[src/rtl/audio_sample_fifo_if.sv]
// Handshake bundle between the opcode decoder / I2S sender and audio_sample_fifo.
// The master side drives samples, control pulses and pops; the slave side is the FIFO.
interface audio_sample_fifo_if #(
    parameter int AW = 4
);
    logic          in_valid;
    logic [31:0]   in_data;
    logic          audio_starts;
    logic          end_audio_sample;
    logic          audio_22khz;
    logic          pop;
    logic [31:0]   out_data;
    logic          out_valid;
    logic [AW:0]   level;
    logic          request_mode;
    logic          request_tick;
    logic          overflow;
    logic          underflow;

    modport master (
        output in_valid, in_data, audio_starts, end_audio_sample, audio_22khz, pop,
        input  out_data, out_valid, level, request_mode, request_tick, overflow, underflow
    );

    modport slave (
        input  in_valid, in_data, audio_starts, end_audio_sample, audio_22khz, pop,
        output out_data, out_valid, level, request_mode, request_tick, overflow, underflow
    );
endinterface

[src/rtl/audio_sample_fifo.sv]
// Audio sample FIFO between packet decode and the I2S serializer, with host request pacing.
// Optional 22 kHz word duplication is built when AUDIO_FIFO_DUP22_EN is defined.
module audio_sample_fifo #(
    parameter int DEPTH     = 16,
    parameter int AW        = 4,
    parameter int LOW_WATER = 8,
    parameter int HOLDOFF   = 2000
) (
    input  logic                 mon_clk,
    input  logic                 reset,
    audio_sample_fifo_if.slave   bus
);
    typedef enum logic [1:0] {IDLE, PRIME, STREAM, DRAIN} state_t;

    localparam logic [AW:0] LVL_FULL  = (AW+1)'(DEPTH);
    localparam logic [AW:0] LVL_LOW   = (AW+1)'(LOW_WATER);
    localparam logic [11:0] HOLD_LOAD = 12'(HOLDOFF - 1);

    state_t          r_state;
    state_t          w_next_state;
    logic [31:0]     r_mem [DEPTH];
    logic [AW-1:0]   r_wr_ptr;
    logic [AW-1:0]   r_rd_ptr;
    logic [AW:0]     r_level;
    logic [11:0]     r_hold_cnt;
    logic            r_tick;
    logic            w_out_valid;
    logic            w_request_mode;
    logic            w_pop_acc;
    logic            w_rd_adv;
    logic            w_push;
    logic            w_tick_cond;

    always_ff @(posedge mon_clk or posedge reset) begin
        if (reset) r_state <= IDLE;
        else       r_state <= w_next_state;
    end

    // A start pulse always beats a simultaneous end pulse, even where the start itself is ignored.
    always_comb begin
        w_next_state = r_state;
        case (r_state)
            IDLE:    if (bus.audio_starts) w_next_state = PRIME;
            PRIME: begin
                if (bus.end_audio_sample && !bus.audio_starts) w_next_state = DRAIN;
                else if (r_level >= LVL_LOW)                   w_next_state = STREAM;
            end
            STREAM:  if (bus.end_audio_sample && !bus.audio_starts) w_next_state = DRAIN;
            DRAIN: begin
                if (bus.audio_starts)       w_next_state = PRIME;
                else if (r_level == '0)     w_next_state = IDLE;
            end
            default: w_next_state = IDLE;
        endcase
    end

    always_comb begin
        w_request_mode = (r_state == PRIME) || (r_state == STREAM);
        w_out_valid    = (r_level != '0) && ((r_state == STREAM) || (r_state == DRAIN));
    end

    assign w_pop_acc = bus.pop & w_out_valid;

`ifdef AUDIO_FIFO_DUP22_EN
    logic r_dup;
    logic r_phase;
    logic w_start_acc;

    // Only a start that actually enters PRIME resamples the rate and realigns the pair phase.
    assign w_start_acc = bus.audio_starts && ((r_state == IDLE) || (r_state == DRAIN));

    always_ff @(posedge mon_clk or posedge reset) begin
        if (reset) begin
            r_dup   <= 1'b0;
            r_phase <= 1'b0;
        end else if (w_start_acc) begin
            r_dup   <= bus.audio_22khz;
            r_phase <= 1'b0;
        end else if (w_pop_acc && r_dup) begin
            r_phase <= ~r_phase;
        end
    end

    assign w_rd_adv = w_pop_acc & (~r_dup | r_phase);
`else
    logic w_unused_22khz;
    assign w_unused_22khz = bus.audio_22khz;
    assign w_rd_adv       = w_pop_acc;
`endif

    // A word that leaves the FIFO this cycle frees a slot for a same-cycle push.
    assign w_push      = bus.in_valid & ((r_level != LVL_FULL) | w_rd_adv);
    assign w_tick_cond = w_request_mode & (r_level <= LVL_LOW) & (r_hold_cnt == '0);

    always_ff @(posedge mon_clk or posedge reset) begin
        if (reset) begin
            r_wr_ptr   <= '0;
            r_rd_ptr   <= '0;
            r_level    <= '0;
            r_hold_cnt <= '0;
            r_tick     <= 1'b0;
        end else begin
            if (w_push)   r_wr_ptr <= r_wr_ptr + 1'b1;
            if (w_rd_adv) r_rd_ptr <= r_rd_ptr + 1'b1;
            r_level <= r_level + {{AW{1'b0}}, w_push} - {{AW{1'b0}}, w_rd_adv};
            r_tick  <= w_tick_cond;
            // Held at zero outside request mode, so the first tick after entering PRIME is immediate.
            if (!w_request_mode)       r_hold_cnt <= '0;
            else if (w_tick_cond)      r_hold_cnt <= HOLD_LOAD;
            else if (r_hold_cnt != '0) r_hold_cnt <= r_hold_cnt - 1'b1;
        end
    end

    always_ff @(posedge mon_clk) begin
        if (w_push) r_mem[r_wr_ptr] <= bus.in_data;
    end

    assign bus.out_data     = w_out_valid ? r_mem[r_rd_ptr] : '0;
    assign bus.out_valid    = w_out_valid;
    assign bus.level        = r_level;
    assign bus.request_mode = w_request_mode;
    assign bus.request_tick = r_tick;
    assign bus.overflow     = bus.in_valid & ~w_push;
    assign bus.underflow    = bus.pop & ~w_out_valid;
endmodule

[src/flat_wrapper.sv]
// flat-port wrapper written by rule: the top's interface ports become plain ports
module audio_sample_fifo_flat 
#(
    parameter int DEPTH     = 16,
    parameter int AW        = 4,
    parameter int LOW_WATER = 8,
    parameter int HOLDOFF   = 2000
)
  (mon_clk, reset, bus_in_valid, bus_in_data, bus_audio_starts, bus_end_audio_sample, bus_audio_22khz, bus_pop, bus_out_data, bus_out_valid, bus_level, bus_request_mode, bus_request_tick, bus_overflow, bus_underflow);
  audio_sample_fifo_if #(.AW(AW)) bus_i ();
  input  logic mon_clk;
  input  logic reset;
  input wire logic [$bits(bus_i.in_valid)-1:0] bus_in_valid;
  input wire logic [$bits(bus_i.in_data)-1:0] bus_in_data;
  input wire logic [$bits(bus_i.audio_starts)-1:0] bus_audio_starts;
  input wire logic [$bits(bus_i.end_audio_sample)-1:0] bus_end_audio_sample;
  input wire logic [$bits(bus_i.audio_22khz)-1:0] bus_audio_22khz;
  input wire logic [$bits(bus_i.pop)-1:0] bus_pop;
  output wire logic [$bits(bus_i.out_data)-1:0] bus_out_data;
  output wire logic [$bits(bus_i.out_valid)-1:0] bus_out_valid;
  output wire logic [$bits(bus_i.level)-1:0] bus_level;
  output wire logic [$bits(bus_i.request_mode)-1:0] bus_request_mode;
  output wire logic [$bits(bus_i.request_tick)-1:0] bus_request_tick;
  output wire logic [$bits(bus_i.overflow)-1:0] bus_overflow;
  output wire logic [$bits(bus_i.underflow)-1:0] bus_underflow;
  assign bus_i.in_valid = bus_in_valid;
  assign bus_i.in_data = bus_in_data;
  assign bus_i.audio_starts = bus_audio_starts;
  assign bus_i.end_audio_sample = bus_end_audio_sample;
  assign bus_i.audio_22khz = bus_audio_22khz;
  assign bus_i.pop = bus_pop;
  assign bus_out_data = bus_i.out_data;
  assign bus_out_valid = bus_i.out_valid;
  assign bus_level = bus_i.level;
  assign bus_request_mode = bus_i.request_mode;
  assign bus_request_tick = bus_i.request_tick;
  assign bus_overflow = bus_i.overflow;
  assign bus_underflow = bus_i.underflow;
  audio_sample_fifo #(.DEPTH(DEPTH), .AW(AW), .LOW_WATER(LOW_WATER), .HOLDOFF(HOLDOFF)) u_core (.mon_clk(mon_clk), .reset(reset), .bus(bus_i));
endmodule
[config.mk]
export PLATFORM = sky130hd
export DESIGN_NAME = audio_sample_fifo_flat
export DESIGN_NICKNAME = d
export VERILOG_FILES = /design/src/rtl/audio_sample_fifo_if.sv /design/src/rtl/audio_sample_fifo.sv /design/src/flat_wrapper.sv
export SDC_FILE = /design/constraint.sdc
export NUM_CORES = 1
export LEC_CHECK = 0
export BUFFER_PORTS_ARGS = -buffer_cell sky130_fd_sc_hd__buf_2
export CAP_MARGIN = 40
export CORE_ASPECT_RATIO = 1.1
export CORE_MARGIN = 5
export CORE_UTILIZATION = 50
export DETAILED_ROUTE_END_ITERATION = 8
export PLACE_DENSITY = 0.69
export SLEW_MARGIN = 10
export SYNTH_ARGS = -nofsm -noshare
export SYNTH_HDL_FRONTEND = slang
export SYNTH_SLANG_ARGS = --single-unit
[constraint.sdc]
create_clock -name mon_clk -period 2.9 [get_ports mon_clk]
set_input_delay 0.145 -clock mon_clk [delete_from_list [all_inputs] [get_ports mon_clk]]
set_output_delay 0.145 -clock mon_clk [all_outputs]
set_load 0.01 [all_outputs]
**Yosys cells after proc, flatten, opt, wreduce, memory -nomap -nowiden**

Memories as Yosys holds them, arrays and structs flattened.
Cells that the tools add are included.

- Flip-flop bits (word level): 28
- Bits in writable memories: 512
- Input bits: 39
- Output and inout bits: 42
- Word-level logic and storage cells: 56
- Memories: 1

- Add/subtract/negate cells: 5
- Order comparisons: 2
- Eq/ne operators: 9
- Multiplexer cells: 13
- Bitwise operators: 9
- Reduce and logical (&&, ||, !) cells: 11

Memories:

| memory | depth | bits a word | read ports | clocked after memory_dff | write ports | line | source |
|---|---|---|---|---|---|---|---|
| u_core.r_mem | 16 | 32 | 1 | 0 | 1 | audio_sample_fifo.sv:21 | `logic [31:0] r_mem [DEPTH];` |

Operators with widths:

| cell | number |
|---|---|
| 12-bit two-way mux | 3 |
| 32-bit two-way mux | 1 |
| 12-bit logical NOT | 1 |
| 2-bit two-way mux | 6 |
| 12-bit nonzero test | 1 |
| 12-bit by 1-bit subtractor with 12-bit output, second input constant | 1 |
| 4-bit by 1-bit adder with 4-bit output, second input constant | 2 |
| 2-bit one-hot mux with 4 select lines | 1 |
| 1-bit AND | 6 |
| 5-bit by 1-bit adder with 5-bit output | 1 |
| 5-bit by 4-bit >= comparator with 1-bit output, second input constant | 1 |
| 5-bit by 4-bit <= comparator with 1-bit output, second input constant | 1 |
| 5-bit logical NOT | 1 |
| 5-bit inequality test, second input constant | 1 |
| 5-bit nonzero test | 1 |
| 5-bit by 1-bit subtractor with 5-bit output | 1 |
| 2-bit == test, second input constant | 2 |
| 4-bit AND reduction | 1 |
| 3-bit by 1-bit inequality test with 1-bit output, second input constant | 1 |
| 3-bit by 2-bit inequality test with 1-bit output, second input constant | 1 |
| 3-bit inequality test, second input constant | 1 |
| 2-bit by 1-bit == test with 1-bit output, second input constant | 1 |
| 1-bit logical AND | 2 |
| 2-bit logical NOT | 1 |
| 7 further kinds | 10 |

**Logic depth before layout (Yosys ltp)**

- Depth after elaboration: 8
- Depth in mapped cells: 13
- Depth with buffers taken out: 13

**Worst setup path before layout**

Ideal clock, no wire load.

- Kind: reg2reg
- Start: reg u_core.r_level[2], in the netlist u_core.bus.level[2]
- End: mem u_core.r_mem[12][0] (enable)
- Library setup time: 0.421 ns
- Arrival: 2.376 ns
- Required time: 2.479 ns
- Slack: 0.103 ns
- Stages on the path, launching flop included: 6
- Path buffers: 0
- Period minus slack after synthesis: 2.797 ns
- Path through: dfrtp_1 > inv_1 > ha_1 > or3b_2 > o31ai_4 > nor2_1

- Cells in the longest elaborated chain, start to end: 7
- Elaborated cells on any way between the ends: 8
- Classes of those cells: 1 x eq/ne; 2 x mux; 3 x bitwise; 2 x reduce/logical

Ends and longest elaborated chain:

| item | line | source |
|---|---|---|
| start, declared | audio_sample_fifo.sv:24 | `logic [AW:0] r_level;` |
| start signal, assigned | audio_sample_fifo.sv:105 | `r_level <= r_level + {{AW{1'b0}}, w_push} - {{AW{1'b0}}, w_rd_adv};` |
| 5-bit nonzero test | audio_sample_fifo.sv:59 | `w_out_valid = (r_level != '0) && ((r_state == STREAM) \|\| (r_state == DRAIN));` |
| 1-bit logical AND | audio_sample_fifo.sv:59 |  |
| 1-bit AND | audio_sample_fifo.sv:62 | `assign w_pop_acc = bus.pop & w_out_valid;` |
| 1-bit bitwise OR * | audio_sample_fifo.sv:92 | `assign w_push = bus.in_valid & ((r_level != LVL_FULL) \| w_rd_adv);` |
| 1-bit AND * | audio_sample_fifo.sv:92 |  |
| 1-bit two-way mux * | audio_sample_fifo.sv:115 | `if (w_push) r_mem[r_wr_ptr] <= bus.in_data;` |
| 1-bit two-way mux (implied by the code) * | audio_sample_fifo.sv:115 |  |
| end, declared | audio_sample_fifo.sv:21 |  |

Every way passes the cells marked *; elsewhere a longest branch is shown, timed or not.

**Worst setup path after layout**

- Start: reg u_core.r_rd_ptr[0]
- End: out bus_out_data[31]

- Cells in the longest elaborated chain, start to end: 2

Ends and longest elaborated chain:

| item | line | source |
|---|---|---|
| start, declared | audio_sample_fifo.sv:23 | `logic [AW-1:0] r_rd_ptr;` |
| start signal, assigned | audio_sample_fifo.sv:104 | `if (w_rd_adv) r_rd_ptr <= r_rd_ptr + 1'b1;` |
| memory read 16 x 32 bit | - |  |
| 32-bit two-way mux | audio_sample_fifo.sv:118 | `assign bus.out_data = w_out_valid ? r_mem[r_rd_ptr] : '0;` |
| end, declared | flat_wrapper.sv:19 | `output wire logic [$bits(bus_i.out_data)-1:0] bus_out_data;` |

No other way between the ends.

==> reports/results.tsv <==
metric	value	unit
initial_standard_cell_utilization_of_the_core	0.507	
synthCells	939	
clock-skew-final	0.0174	ns
worst_setup_path_start_kind	register	
synthesized_netlist_net_count	997	
drc_errors	0	
rsz_0062_raised_after_global_routing	yes	
floorplan.rows	78	
fin_area	24800	um2
grt_max_degree	39	
reg2reg_launch_point	u_core.bus.level[2]	
timing.setup.tns	0	ns
clk_root_buffer_cell	clkbuf_16	
placed_area	22500	um2
finalHoldViolations	0	
totalWireLength	43.3	mm
detailroute.wirelength.met3	2.24	mm
antenna_violating_nets_post_route	0	
initial_antenna_violation_count	2	
final_net_count	1171	
tritoncts.num_buffers	51	
design.portCount	81	
postSynthAreaPerCell	22.3	um2
fillCellCount	2946	
max-slew-margin-rel	0.473	
finalMaxSlewViolations	0	
setup.reg_to_reg.worst_slack	0.24	ns
synth_area	21000	um2
power.total	0.0244	W
overflow	0	
drt-vias-per-instance	5.87	
worst_setup_path_end_kind	output port	
worstHoldStart	bus_in_valid	
floorplan.die_area	46200	um2
synthDominantCellAreaShare	0.733	
asyncSetResetFlopFracSynth	0.0519	
first_global_vias	10900	
core_region_area	41400	um2
synth_area_leaders	edfxtp_1 (73%), mux4_2 (14%), dfrtp_1 (3.3%)	
ctsHtreeMaxLevel	2	
slew_of_the_pin_with_the_lowest_slew_margin	0.780	ns
route.detailed.wl_per_inst	25.2	um
fin_util	0.599	
detailed_place_hpwl	23.9	mm
critical_path.max_fanout	15	
drt_iter0_markers	789	
mostFrequentLayoutCell	edfxtp_1	
dr_total_vias	10100	
leakage	8.27	nW
drt_first_pass_iters	5	
fin_crit_sh	0.989	
post_route_cells_drive_above_1_share	0.320	
grt_util_all_layers	0.191	
number_of_flops_mapped_to_enable_cells_by_yosys	512	
r2r_end	u_core.bus.level[4]	
maxUsedRoutingLayer	met4	
cts_buffer_depth	3	
ys_types	58	
met2_length	22.7	mm
min-delay-path-class	in -> reg	
timing.hold.worst_endpoint	u_core.r_wr_ptr[1]	
finalWeightedCongestion	0.759	
setup_violations	0	
clk_transition_reported_paths	0.07	ns
largest_area_contributor_in_the_netlist	edfxtp_1	
dieHeight	225	um
most_used_cells_in_the_layout_excluding_fill_and_tap_cells	edfxtp_1 (512), mux4_2 (128), buf_2 (78), clkbuf_16 (56), dlygate4sd3_1 (34)	
crit_required	2.76	ns
clock.fmax	349	MHz
category_of_the_most_critical_setup_path	reg -> out	
postSynthRegisterBits	540	
routedLengthMet1	17.6	mm
worst-endpoint-arrival	2.72	ns
die-width	205	um
grt_pass1_wl	66.5	mm
tritoncts_num_sinks	540	
min_delay_path_depth	4	
cts_tree	yes	
synthFlopType	edfxtp_1	
ys_seq_area_frac	0.766	
timing.reg2reg.worst_path_depth	14	
status	finished clean	
area_delta_synth_final	18.1	%
powerDensity	984	nW/um2
max_cap_viol	0	
vdd_drop_max	495	uV
clkLatencyLatePin	0.60	ns
yosysWarningCount	0	
port_buffers	79	
period_minus_slack	2.87	ns
## Yosys cell counts (all sizes together), types with 5 or more instances
cell type and count:
inv 20, clkbuf 24, nor3 7, and2 10, edfxtp 512, xnor2 9, nand3 9, mux4 128
nor4b 5, a22o 32, dfrtp 28, nor2 9, nand2 12, a221o 32, and3 6, ha 18
buf 21
## repair_timing
| item | CTS | global route |
|---|---|---|
| gates cloned | 2 | 2 |
| pin swaps | 5 | 2 |
| endpoints found under the setup margin | 32 | 33 |
| gates resized for setup | 19 | 11 |
| hold buffers | 34 | 0 |
| hold endpoints to repair | 526 | 0 |
| setup buffers | 10 | 1 |
## worst max path at each step
stage / to / start / slack, ns / cells after the start
after detailed placement: u_core.bus.level[4] / u_core.bus.level[2] / 0.14 / 13
after global placement: u_core.bus.level[4] / u_core.bus.level[3] / 0.19 / 13
after floorplan: u_core.r_mem[12][0] / u_core.bus.level[2] / 0.10 / 5
after CTS: bus_out_data[9] / u_core.r_rd_ptr[0] / -0.008 / 6
final: bus_out_data[31] / u_core.r_rd_ptr[0] / 0.03 / 6
after global routing: bus_out_data[31] / u_core.r_state[0] / -0.09 / 9
## metrics by stage
step,std cells,hold WS [ns],setup WS [ns]
after CTS,1714,0.0326,-0.00784
final,1716,0.0774,0.0333
after floorplan,939,0.210,0.103
after detailed placement,1575,0.242,0.141
after global routing,1716,0.0551,-0.0934
after global placement,1575,0.239,0.190
## cell type report
type | instances | area (um2) | area share
antenna | 2 | 5.00 | 0.000202
clock buffer | 63 | 1360 | 0.0550
clock inverter | 31 | 288 | 0.0116
inverter | 20 | 75.1 | 0.00303
multi-input combinational | 334 | 4690 | 0.189
sequential | 540 | 16100 | 0.649
tap | 560 | 701 | 0.0283
timing repair buffer | 166 | 1570 | 0.0635
## layer usage
layer  global-route usage  vias to the layer above
li1                     -                     4356
met1                0.256                     5363
met2                0.333                      298
met3               0.0350                       53
met4               0.0426                        0
met5                    0                        -
## kinds of logic after synthesis
family | count (synthesis) | share of synthesized area
AO/OA/AOI/OAI | 86 | 0.0375
XOR/XNOR | 12 | 0.00501
adder cells (fa/ha/maj) | 19 | 0.0117
buffers and inverters | 65 | 0.0150
flip-flops | 540 | 0.766
multiplexers | 132 | 0.139
AND/OR/NAND/NOR | 85 | 0.0253
## where the power goes
part	leakage [nW]	total (W)	internal [W]	switching, W
combinational	2.50	0.00793	0.00395	0.00398
sequential	4.97	0.00988	0.00946	0.000423
clock	0.803	0.00657	0.00379	0.00279
total	8.27	0.0244	0.0172	0.00719
## flip-flops by register name, indices dropped and copies added (netlist names)
name	count
u_core.bus.request_tick	1
u_core.bus.level	5
u_core.r_wr_ptr	4
u_core.r_mem	512
u_core.r_state	2
u_core.r_rd_ptr	4
u_core.r_hold_cnt	12
## critical path, cell delays in order, from the launching register on
cell and delay [ns]:
dfrtp_4 0.43, buf_12 0.20, buf_12 0.21, mux4_2 0.53
a22o_1 0.25, a221o_1 0.33, buf_2 0.17
Note: power is estimated with default switching activity, not from simulation.
